## src/rtl/xgmii_tx_pcs_encoder.sv

```systemverilog
// XGMII TX PCS: 64b/66b block encoder, transmit block-sequence FSM and self-synchronizing
// scrambler, as a three-stage pipeline (classify, encode/FSM, scramble) on the XGMII TX clock.
module xgmii_tx_pcs_encoder #(
    parameter bit SCRAMBLE_BYPASS = 1'b0
) (
    input  logic        clk_xgmii_tx,
    input  logic        reset_xgmii_tx_n,
    input  logic [63:0] xgmii_txd,
    input  logic [7:0]  xgmii_txc,
    output logic [65:0] pcs_txd_66,
    output logic        pcs_tx_valid,
    output logic        status_tx_encode_err_tog,
    output logic [15:0] status_tx_encode_err_cnt,
    output logic [2:0]  dbg_tx_state_o
);

    typedef enum logic [2:0] {
        TX_INIT = 3'd0,
        TX_C    = 3'd1,
        TX_D    = 3'd2,
        TX_T    = 3'd3,
        TX_E    = 3'd4
    } tx_state_e;

    typedef enum logic [2:0] {
        CLS_C  = 3'd0,
        CLS_S0 = 3'd1,
        CLS_S4 = 3'd2,
        CLS_D  = 3'd3,
        CLS_T  = 3'd4,
        CLS_E  = 3'd5
    } cls_e;

    localparam logic [63:0] EBLOCK_PAY = {{8{7'h1E}}, 8'h1E};

    function automatic logic [7:0] t_type(input logic [2:0] k);
        logic [7:0] ty;
        case (k)
            3'd0:    ty = 8'h87;
            3'd1:    ty = 8'h99;
            3'd2:    ty = 8'hAA;
            3'd3:    ty = 8'hB4;
            3'd4:    ty = 8'hCC;
            3'd5:    ty = 8'hD2;
            3'd6:    ty = 8'hE1;
            default: ty = 8'hFF;
        endcase
        return ty;
    endfunction

    // Transmit block-sequence rules; anything landing in TX_E is replaced by an EBLOCK.
    function automatic tx_state_e fsm_next(input tx_state_e st, input cls_e cls);
        tx_state_e nxt;
        nxt = TX_E;
        case (st)
            TX_D: begin
                if (cls == CLS_D)      nxt = TX_D;
                else if (cls == CLS_T) nxt = TX_T;
            end
            TX_E: begin
                if (cls == CLS_D)      nxt = TX_D;
                else if (cls == CLS_C) nxt = TX_C;
                else if (cls == CLS_T) nxt = TX_T;
            end
            default: begin
                if (cls == CLS_C)                          nxt = TX_C;
                else if (cls == CLS_S0 || cls == CLS_S4)   nxt = TX_D;
            end
        endcase
        return nxt;
    endfunction

    // ---------------- Stage 1: register and classify ----------------
    cls_e        cls_d;
    cls_e        s1_cls_q;
    logic [2:0]  k_d;
    logic [2:0]  s1_k_q;
    logic [63:0] s1_txd_q;
    logic        s1_valid_q;
    logic        ctl_only_ie;
    logic        t_ok;

    always_comb begin
        cls_d       = CLS_E;
        k_d         = 3'd0;
        ctl_only_ie = 1'b1;
        t_ok        = 1'b0;
        for (int i = 0; i < 8; i++) begin
            if (xgmii_txd[8*i +: 8] != 8'h07 && xgmii_txd[8*i +: 8] != 8'hFE) ctl_only_ie = 1'b0;
        end
        if (xgmii_txc == 8'hFF && ctl_only_ie)                              cls_d = CLS_C;
        else if (xgmii_txc == 8'h01 && xgmii_txd[7:0] == 8'hFB)             cls_d = CLS_S0;
        else if (xgmii_txc == 8'h1F && xgmii_txd[39:0] == 40'hFB07070707)  cls_d = CLS_S4;
        else if (xgmii_txc == 8'h00)                                        cls_d = CLS_D;
        else begin
            for (int k = 0; k < 8; k++) begin
                t_ok = (xgmii_txc == (8'hFF << k)) && (xgmii_txd[8*k +: 8] == 8'hFD);
                for (int j = k + 1; j < 8; j++) begin
                    if (xgmii_txd[8*j +: 8] != 8'h07) t_ok = 1'b0;
                end
                if (t_ok) begin
                    cls_d = CLS_T;
                    k_d   = 3'(k);
                end
            end
        end
    end

    always_ff @(posedge clk_xgmii_tx or negedge reset_xgmii_tx_n) begin
        if (!reset_xgmii_tx_n) begin
            s1_valid_q <= 1'b0;
            s1_cls_q   <= CLS_E;
            s1_k_q     <= 3'd0;
            s1_txd_q   <= '0;
        end else begin
            s1_valid_q <= 1'b1;
            s1_cls_q   <= cls_d;
            s1_k_q     <= k_d;
            s1_txd_q   <= xgmii_txd;
        end
    end

    // ---------------- Stage 2: encode and sequence ----------------
    logic [63:0] enc_pay;
    logic [1:0]  enc_hdr;
    tx_state_e   state_q;
    tx_state_e   state_d;
    logic        s2_valid_q;
    logic        s2_err_q;
    logic [1:0]  s2_hdr_q;
    logic [63:0] s2_pay_q;

    always_comb begin
        enc_pay = EBLOCK_PAY;
        enc_hdr = 2'b01;
        unique case (s1_cls_q)
            CLS_C: begin
                enc_pay = {56'd0, 8'h1E};
                for (int i = 0; i < 8; i++) begin
                    enc_pay[8 + 7*i +: 7] = (s1_txd_q[8*i +: 8] == 8'hFE) ? 7'h1E : 7'h00;
                end
            end
            CLS_S0: enc_pay = {s1_txd_q[63:8], 8'h78};
            CLS_S4: enc_pay = {s1_txd_q[63:40], 32'd0, 8'h33};
            CLS_D: begin
                enc_hdr = 2'b10;
                enc_pay = s1_txd_q;
            end
            CLS_T: begin
                enc_pay = {56'd0, t_type(s1_k_q)};
                for (int i = 0; i < 7; i++) begin
                    if (3'(i) < s1_k_q) enc_pay[8 + 8*i +: 8] = s1_txd_q[8*i +: 8];
                end
            end
            default: enc_pay = EBLOCK_PAY;
        endcase
    end

    assign state_d        = fsm_next(state_q, s1_cls_q);
    assign dbg_tx_state_o = state_q;

    always_ff @(posedge clk_xgmii_tx or negedge reset_xgmii_tx_n) begin
        if (!reset_xgmii_tx_n) begin
            state_q    <= TX_INIT;
            s2_valid_q <= 1'b0;
            s2_err_q   <= 1'b0;
            s2_hdr_q   <= 2'b00;
            s2_pay_q   <= '0;
        end else begin
            s2_valid_q <= s1_valid_q;
            s2_hdr_q   <= enc_hdr;
            s2_pay_q   <= enc_pay;
            s2_err_q   <= s1_valid_q && (state_d == TX_E);
            if (s1_valid_q) state_q <= state_d;
        end
    end

    // ---------------- Stage 3: scramble payload (1 + x^39 + x^58) and register ----------------
    logic [63:0] scr_in;
    logic [63:0] scr_out;
    logic [57:0] scr_q;
    logic [57:0] scr_state;

    always_comb begin
        scr_in    = s2_err_q ? EBLOCK_PAY : s2_pay_q;
        scr_state = scr_q;
        scr_out   = '0;
        for (int i = 0; i < 64; i++) begin
            scr_out[i] = scr_in[i] ^ scr_state[38] ^ scr_state[57];
            scr_state  = {scr_state[56:0], scr_out[i]};
        end
    end

    always_ff @(posedge clk_xgmii_tx or negedge reset_xgmii_tx_n) begin
        if (!reset_xgmii_tx_n) begin
            pcs_txd_66               <= '0;
            pcs_tx_valid             <= 1'b0;
            status_tx_encode_err_tog <= 1'b0;
            status_tx_encode_err_cnt <= 16'd0;
            scr_q                    <= '1;
        end else begin
            pcs_tx_valid <= s2_valid_q;
            if (s2_valid_q) begin
                pcs_txd_66 <= {(SCRAMBLE_BYPASS ? scr_in : scr_out), (s2_err_q ? 2'b01 : s2_hdr_q)};
                if (!SCRAMBLE_BYPASS) scr_q <= scr_state;
                if (s2_err_q) begin
                    status_tx_encode_err_tog <= ~status_tx_encode_err_tog;
                    if (status_tx_encode_err_cnt != 16'hFFFF) begin
                        status_tx_encode_err_cnt <= status_tx_encode_err_cnt + 16'd1;
                    end
                end
            end
        end
    end

endmodule

```

## config.mk

```make
export PLATFORM = sky130hd
export DESIGN_NAME = xgmii_tx_pcs_encoder
export DESIGN_NICKNAME = d
export VERILOG_FILES = /design/src/rtl/xgmii_tx_pcs_encoder.sv
export SDC_FILE = /design/constraint.sdc
export NUM_CORES = 1
export LEC_CHECK = 0
export ABC_AREA = 1
export CORE_MARGIN = 2
export CORE_UTILIZATION = 55
export CTS_CLUSTER_SIZE = 30
export DETAILED_ROUTE_END_ITERATION = 8
export DONT_BUFFER_PORTS = 1
export PLACE_DENSITY = 0.7
export SLEW_MARGIN = 15
export SYNTH_ARGS = -nofsm -noshare
export SYNTH_HDL_FRONTEND = slang
export SYNTH_SLANG_ARGS = --single-unit
export TNS_END_PERCENT = 30
```

## constraint.sdc

```tcl
create_clock -name clk_xgmii_tx -period 1.9 [get_ports clk_xgmii_tx]
set_input_delay 0.19 -clock clk_xgmii_tx [delete_from_list [all_inputs] [get_ports clk_xgmii_tx]]
set_output_delay 0.19 -clock clk_xgmii_tx [all_outputs]
set_load 0.01 [all_outputs]
```

# Word level (Yosys, flattened, before mapping)
# Index checks and enable logic that the tools add are counted.
[totals] ff_bits=284 memories=0 latch_bits=0 ramBits=0 out_inout_bits=87 mem_bits_ro=0 elab_cells=349
[op_classes] n_bitwise=129 n_reduce_logical=26 n_mul=0 muxes=114 magnitude_cmp=7 n_eq_ne=58 n_shift=0 n_addsub=1 n_div=0
[ops] operator="case mux 64 bit (5 select lines)" count=1
[ops] operator="== test 8 bit, second input constant" count=25
[ops] operator="bitwise XOR 1 bit" count=128
[ops] operator="two-way mux 3 bit" count=27
[ops] operator="two-way mux 1 bit" count=66
[ops] operator="two-way mux 64 bit" count=1
[ops] operator="!= test 8 x 3 -> 1 bit, second input constant" count=8
[ops] operator="!= test 8 bit, second input constant" count=8
[ops] operator="two-way mux 8 bit" count=7
[ops] operator="case mux 7 bit (7 select lines)" count=1
[ops] operator="== test 40 bit, second input constant" count=1
[ops] operator="two-way mux 5 bit" count=8
[ops] operator="logical AND 1 bit" count=20
[ops] operator="== test 3 bit, second input constant" count=6
[ops] operator="adder 16 x 1 -> 16 bit, second input constant" count=1
[ops] operator="!= test 16 bit, second input constant" count=1
[ops] operator="== test 3 x 2 -> 1 bit, second input constant" count=5
[ops] operator="< comparator 3 bit, first input constant" count=3
[ops] operator="== test 8 x 1 -> 1 bit, second input constant" count=1
[ops] operator="== test 8 x 5 -> 1 bit, second input constant" count=1
[ops] operator="zero test 8 bit" count=1
[ops] operator="== test 3 x 1 -> 1 bit, second input constant" count=2
[ops] operator="zero test 3 bit" count=2
[ops] operator="< comparator 1 x 3 -> 1 bit, first input constant" count=2
[ops] operator="other kinds (7)" count=9

# Longest topological paths before layout
[depth] ltp_word=25 ltp_mapped=12 mapped_depth_nobuf=12

# Worst setup path after synthesis
# No wires, ideal clock.
[synth_path] path_type="flip-flop to flip-flop" from="reg status_tx_encode_err_cnt[0]" to="reg status_tx_encode_err_cnt[9]" required_ns=1.783 setup_time_ns=0.117 stages_incl_launch_ff=10 path_slack_ns=0.240 arrival_ns=1.543 path_cell_list="dfrtp_1 > ha_1 > nand3_1 > nor2_1 > nand3_1 > nand3_2 > nor3_1 > nand3_1 > nand2_1 > nand2_1"
[synth_via] elab_chain_cells=2 word_cells_on_any_way=3 classes_between="1 x add/sub; 1 x eq/ne; 1 x reduce/logical"
[synth_rtl] element="start: declaration" line="13" rtl="output logic [15:0] status_tx_encode_err_cnt,"
[synth_rtl] element="start signal: assignment" line="209" rtl="status_tx_encode_err_cnt <= status_tx_encode_err_cnt + 16'd1;"
[synth_rtl] element="parallel branches: the longest is 2 deep, another holds adder 16 x 1 -> 16 bit"
# Parallel ways; which one is timed is not known.
# A chain may end at the register's enable or synchronous reset.

# Worst setup path in the final report
[layout_path] from="reg s1_cls_q[0]" to="reg s2_pay_q[45]"
[layout_via] elab_chain_cells=2 word_cells_on_any_way=6 classes_between="4 x eq/ne; 1 x mux; 1 x reduce/logical"
[layout_rtl] element="start: declaration" line="75" rtl="cls_e s1_cls_q;"
[layout_rtl] element="start signal: assignment" line="117" rtl="s1_cls_q <= cls_d;"
[layout_rtl] element="== test 3 bit, or another cell as far along" line="136" rtl="unique case (s1_cls_q)"
[layout_rtl] element="case mux 64 bit (5 select lines) (*)" line="136"
[layout_rtl] element="named net enc_pay[45]" line="124" rtl="logic [63:0] enc_pay;"
[layout_rtl] element="end signal: assignment" line="172" rtl="s2_pay_q <= enc_pay;"
[layout_rtl] element="end: declaration" line="131" rtl="logic [63:0] s2_pay_q;"
# Mark *: on every way through the listed nets, which the timed path passes. The rest lies on a longest branch.

==> results.md <==
- Tmin final: ~1.7 ns
- Grt ovf: 0
- Crit path required time: 2.34 ns
- Synth area leader: dfrtp_1
- Residual DRC: 0
- Drt pass-1 iters: 5
- Outcome: complete, but fails checks
- Failing checks: hold timing
- Final hold violations: roughly 280
- Post-Syn Nets: 1522
- Crit path max fanout: 6
- Total number of vias: 10100
- Routed WL: 34100 µm
- Post-synth cell types: 51
- Nets: 1609
- Initial antenna violation count: 0
- Dpl cells: 1720
- Commonest non-fill, non-tap cells in the layout: 428 x nand2_1, 223 x dfrtp_1, 159 x inv_1
- Final cycle utilization of the critical path: between 90% and 100%
- Post-synth EDFFs: 0
- Final hold slack: -0.645 ns
- Setup TNS: 0 ns
- Root Driver: clkbuf_16
- Rel. slew slack: a little under three fifths
- Global-route wire length before repair: 53900 µm
- Crit path capture type: flip-flop
- Commonest non-fill, non-tap cell in the layout: nand2_1
- Port Buf Inserts: 0
- CTS max path bufs: 3
- Seq/Total Area, Yosys: 56.1%
- Tot Pwr: 0.0208 W
- Layout area overhead: 16.7%
- Top Usage Layer GRT: met2
- Max Clk Rate: 582 MHz
- Hold-fix buffers, CTS: between 60 and 70
- Worst EP arrival: 2.16 ns
- Boundary Pins: 161
- Number of buffers created by CTS: 29
- Final Non-Filler Cells: 1841
- Max VDD drop: 656 µV
- Met3 Track Usage GR: 4.40%
- Dominant cells by area after synthesis: dfrtp_1 44%, nand2_1 13%, dfstp_2 12%
- Gr usage total: 28.3%
- Ys Warns: 0
- Top FF cell, synth: dfrtp_1
- Pin count of the biggest net entering global routing: 285
- Die Y: around 160 µm
- Final setup viols: 0
- Max-slew violations: 0
- Vias in the first global route: 10000
- DR WL/cell: about 19 µm
- Clk slew on worst S/H paths: 0.06 ns
- Die Width: 157 µm
- Type of the worst setup path: flip-flop to flip-flop
- Cells after Synth: approximately 1400
- Initial Util: between 50 and 60%
- GR Layer Usage met2: 45.9%
- # H-tree levels: 1
- Clock Latency Late Sink: approximately 0.54 ns
- Async SR Flop Fraction: 100%
- Core area: 22700 µm²
- MaxCap Viol Count: 0
- Power Density: about 1400 nW/µm²
- Worst Max-Slew Pin Slew: 0.652 ns
- Syn Std Cell Area: between 10000 and 15000 µm²
- DR iter-0 viols: 1053
- Synthesis-stage register bit count: 284
- Standard-cell rows: 55
- Fillcell total: 1766
- Min-delay worst type: input pin to async pin
- Startpoint types: flip-flop
- Routability Congestion: 0.948
- Share of layout cells above drive strength 1: 10.8%
- Vias per Instance: approximately 5.5
- Die area: 24500 µm²
- Synth Area per Inst: 8.85 µm²
- CTS tree: built
- Share of Yosys cell area claimed by the top area cell type: 43.8%
- Worst clock skew: between 0.015 and 0.02 ns
- Clock sink count: 284
- M1 GR Usage: 39.2%
- # diodes: 0
- Final HPWL DP: 25000 µm
- DRT antenna net count: 0
- P_leak: between 7 and 8 nW
- Post-CTS Repair Setup Buffers: 0
[final cells by class]
class / count / area, µm² / share of cell area (%)
clock buffers: 37 / 786 / 5.26
multi-input cells: 956 / 4810 / 32.2
flip-flops and latches: 284 / 7180 / 48.1
inverters: 170 / 647 / 4.33
repair buffers: 92 / 896 / 6.00
clock inverters: 17 / 260 / 1.74
well taps: 285 / 357 / 2.39
[where the power goes]
| group | switching (W) | leakage, nW | internal, W |
|---|---|---|---|
| Sequential | 0.00156 | 3.27 | 0.00800 |
| Clock | 0.00235 | 0.499 | 0.00376 |
| Combinational | 0.00318 | 3.36 | 0.00191 |
[through the flow]
| stage | utilization (%) | area, µm² | worst slack, ns |
|---|---|---|---|
| 5_1_grt | 65.8 | 14900 | -0.00132 |
| 3_5_place_dp | 58.1 | 13200 | 0.0837 |
| 2_1_floorplan | - | 12800 | 0.240 |
| 3_3_place_gp | 58.1 | 13200 | 0.120 |
| 4_1_cts | 65.7 | 14900 | 0.0848 |
| 6_report | 65.8 | 14900 | 0.182 |
[worst max-delay path, stage by stage (launching register included)]
cell and delay [ns]:
dfstp_2 0.39, nor2_2 0.23, inv_1 0.10, nor2_2 0.16
inv_2 0.12, nor2_2 0.26, inv_1 0.12, o221ai_1 0.22
[worst paths after layout]
path	from	end	slack, ns	cells past startpoint
worst max-delay path	s1_cls_q[0]	s2_pay_q[45]	0.18	7
worst min-delay path	reset_xgmii_tx_n	status_tx_encode_err_tog	-0.65	0
worst max register to register	s1_cls_q[0]	s2_pay_q[45]	0.18	7
worst min register to register	scr_q[50]	scr_q[50]	0.47	2
max in group asynchronous	reset_xgmii_tx_n	s1_cls_q[2]	2.18	0
min in group clk_xgmii_tx	xgmii_txd[52]	s1_k_q[1]	0.01	4
[logic make-up (layout without fill, tap and decap cells)]
| family | count (synthesis) | after routing | share of synthesized area (%) |
|---|---|---|---|
| xor+xnor | 102 | 102 | 7.21 |
| fa+ha+maj | 2 | 2 | 0.195 |
| flops | 284 | 284 | 56.1 |
| buf+inv | 206 | 316 | 6.44 |
| compound gates | 160 | 160 | 7.68 |
| other cells | 1 | 1 | 0.0293 |
| simple gates | 691 | 691 | 22.3 |
[sequential cells by signal, indices dropped and copies added (netlist names)]
signal / flops
dbg_tx_state_o: 3
pcs_tx_valid: 1
pcs_txd_66: 66
s1_cls_q: 3
s1_k_q: 3
s1_txd_q: 64
s1_valid_q: 1
s2_err_q: 1
s2_hdr_q: 2
s2_pay_q: 64
s2_valid_q: 1
scr_q: 58
status_tx_encode_err_cnt: 16
status_tx_encode_err_tog: 1
[layer usage]
layer / vias to the layer above / wire (µm)
met5: - / 0
met4: 0 / 1170
met3: 72 / 2140
li1: 4770 / -
met2: 415 / 15900
met1: 4809 / 14900
[what timing repair did]
item,CTS,global route
setup endpoints to repair,0,15
hold endpoints to repair,351,284
resized for setup,0,4
[Yosys cell counts, types with 2 or more instances]
cell,instances
nor3b_1,2
inv_2,10
nand2_2,3
o221ai_1,21
o21ai_0,68
clkbuf_1,17
o311ai_0,2
buf_1,4
nand2_1,428
a22oi_1,7
buf_2,9
nor2_1,130
inv_1,159
nor4_1,6
o22ai_1,11
nor3_1,15
nand4_1,28
a31oi_1,3
xor2_1,78
nand3_1,54
a21oi_1,27
o21ai_1,3
xnor2_1,20
or2_2,4
ha_1,2
nor2_2,5
o211ai_1,4
dfrtp_1,224
dfstp_2,60
xor2_2,4
or2_0,5
buf_4,2
o31ai_1,3
or2_1,6
a32o_1,3
buf_6,4
Power figures use the tool's default switching activity.
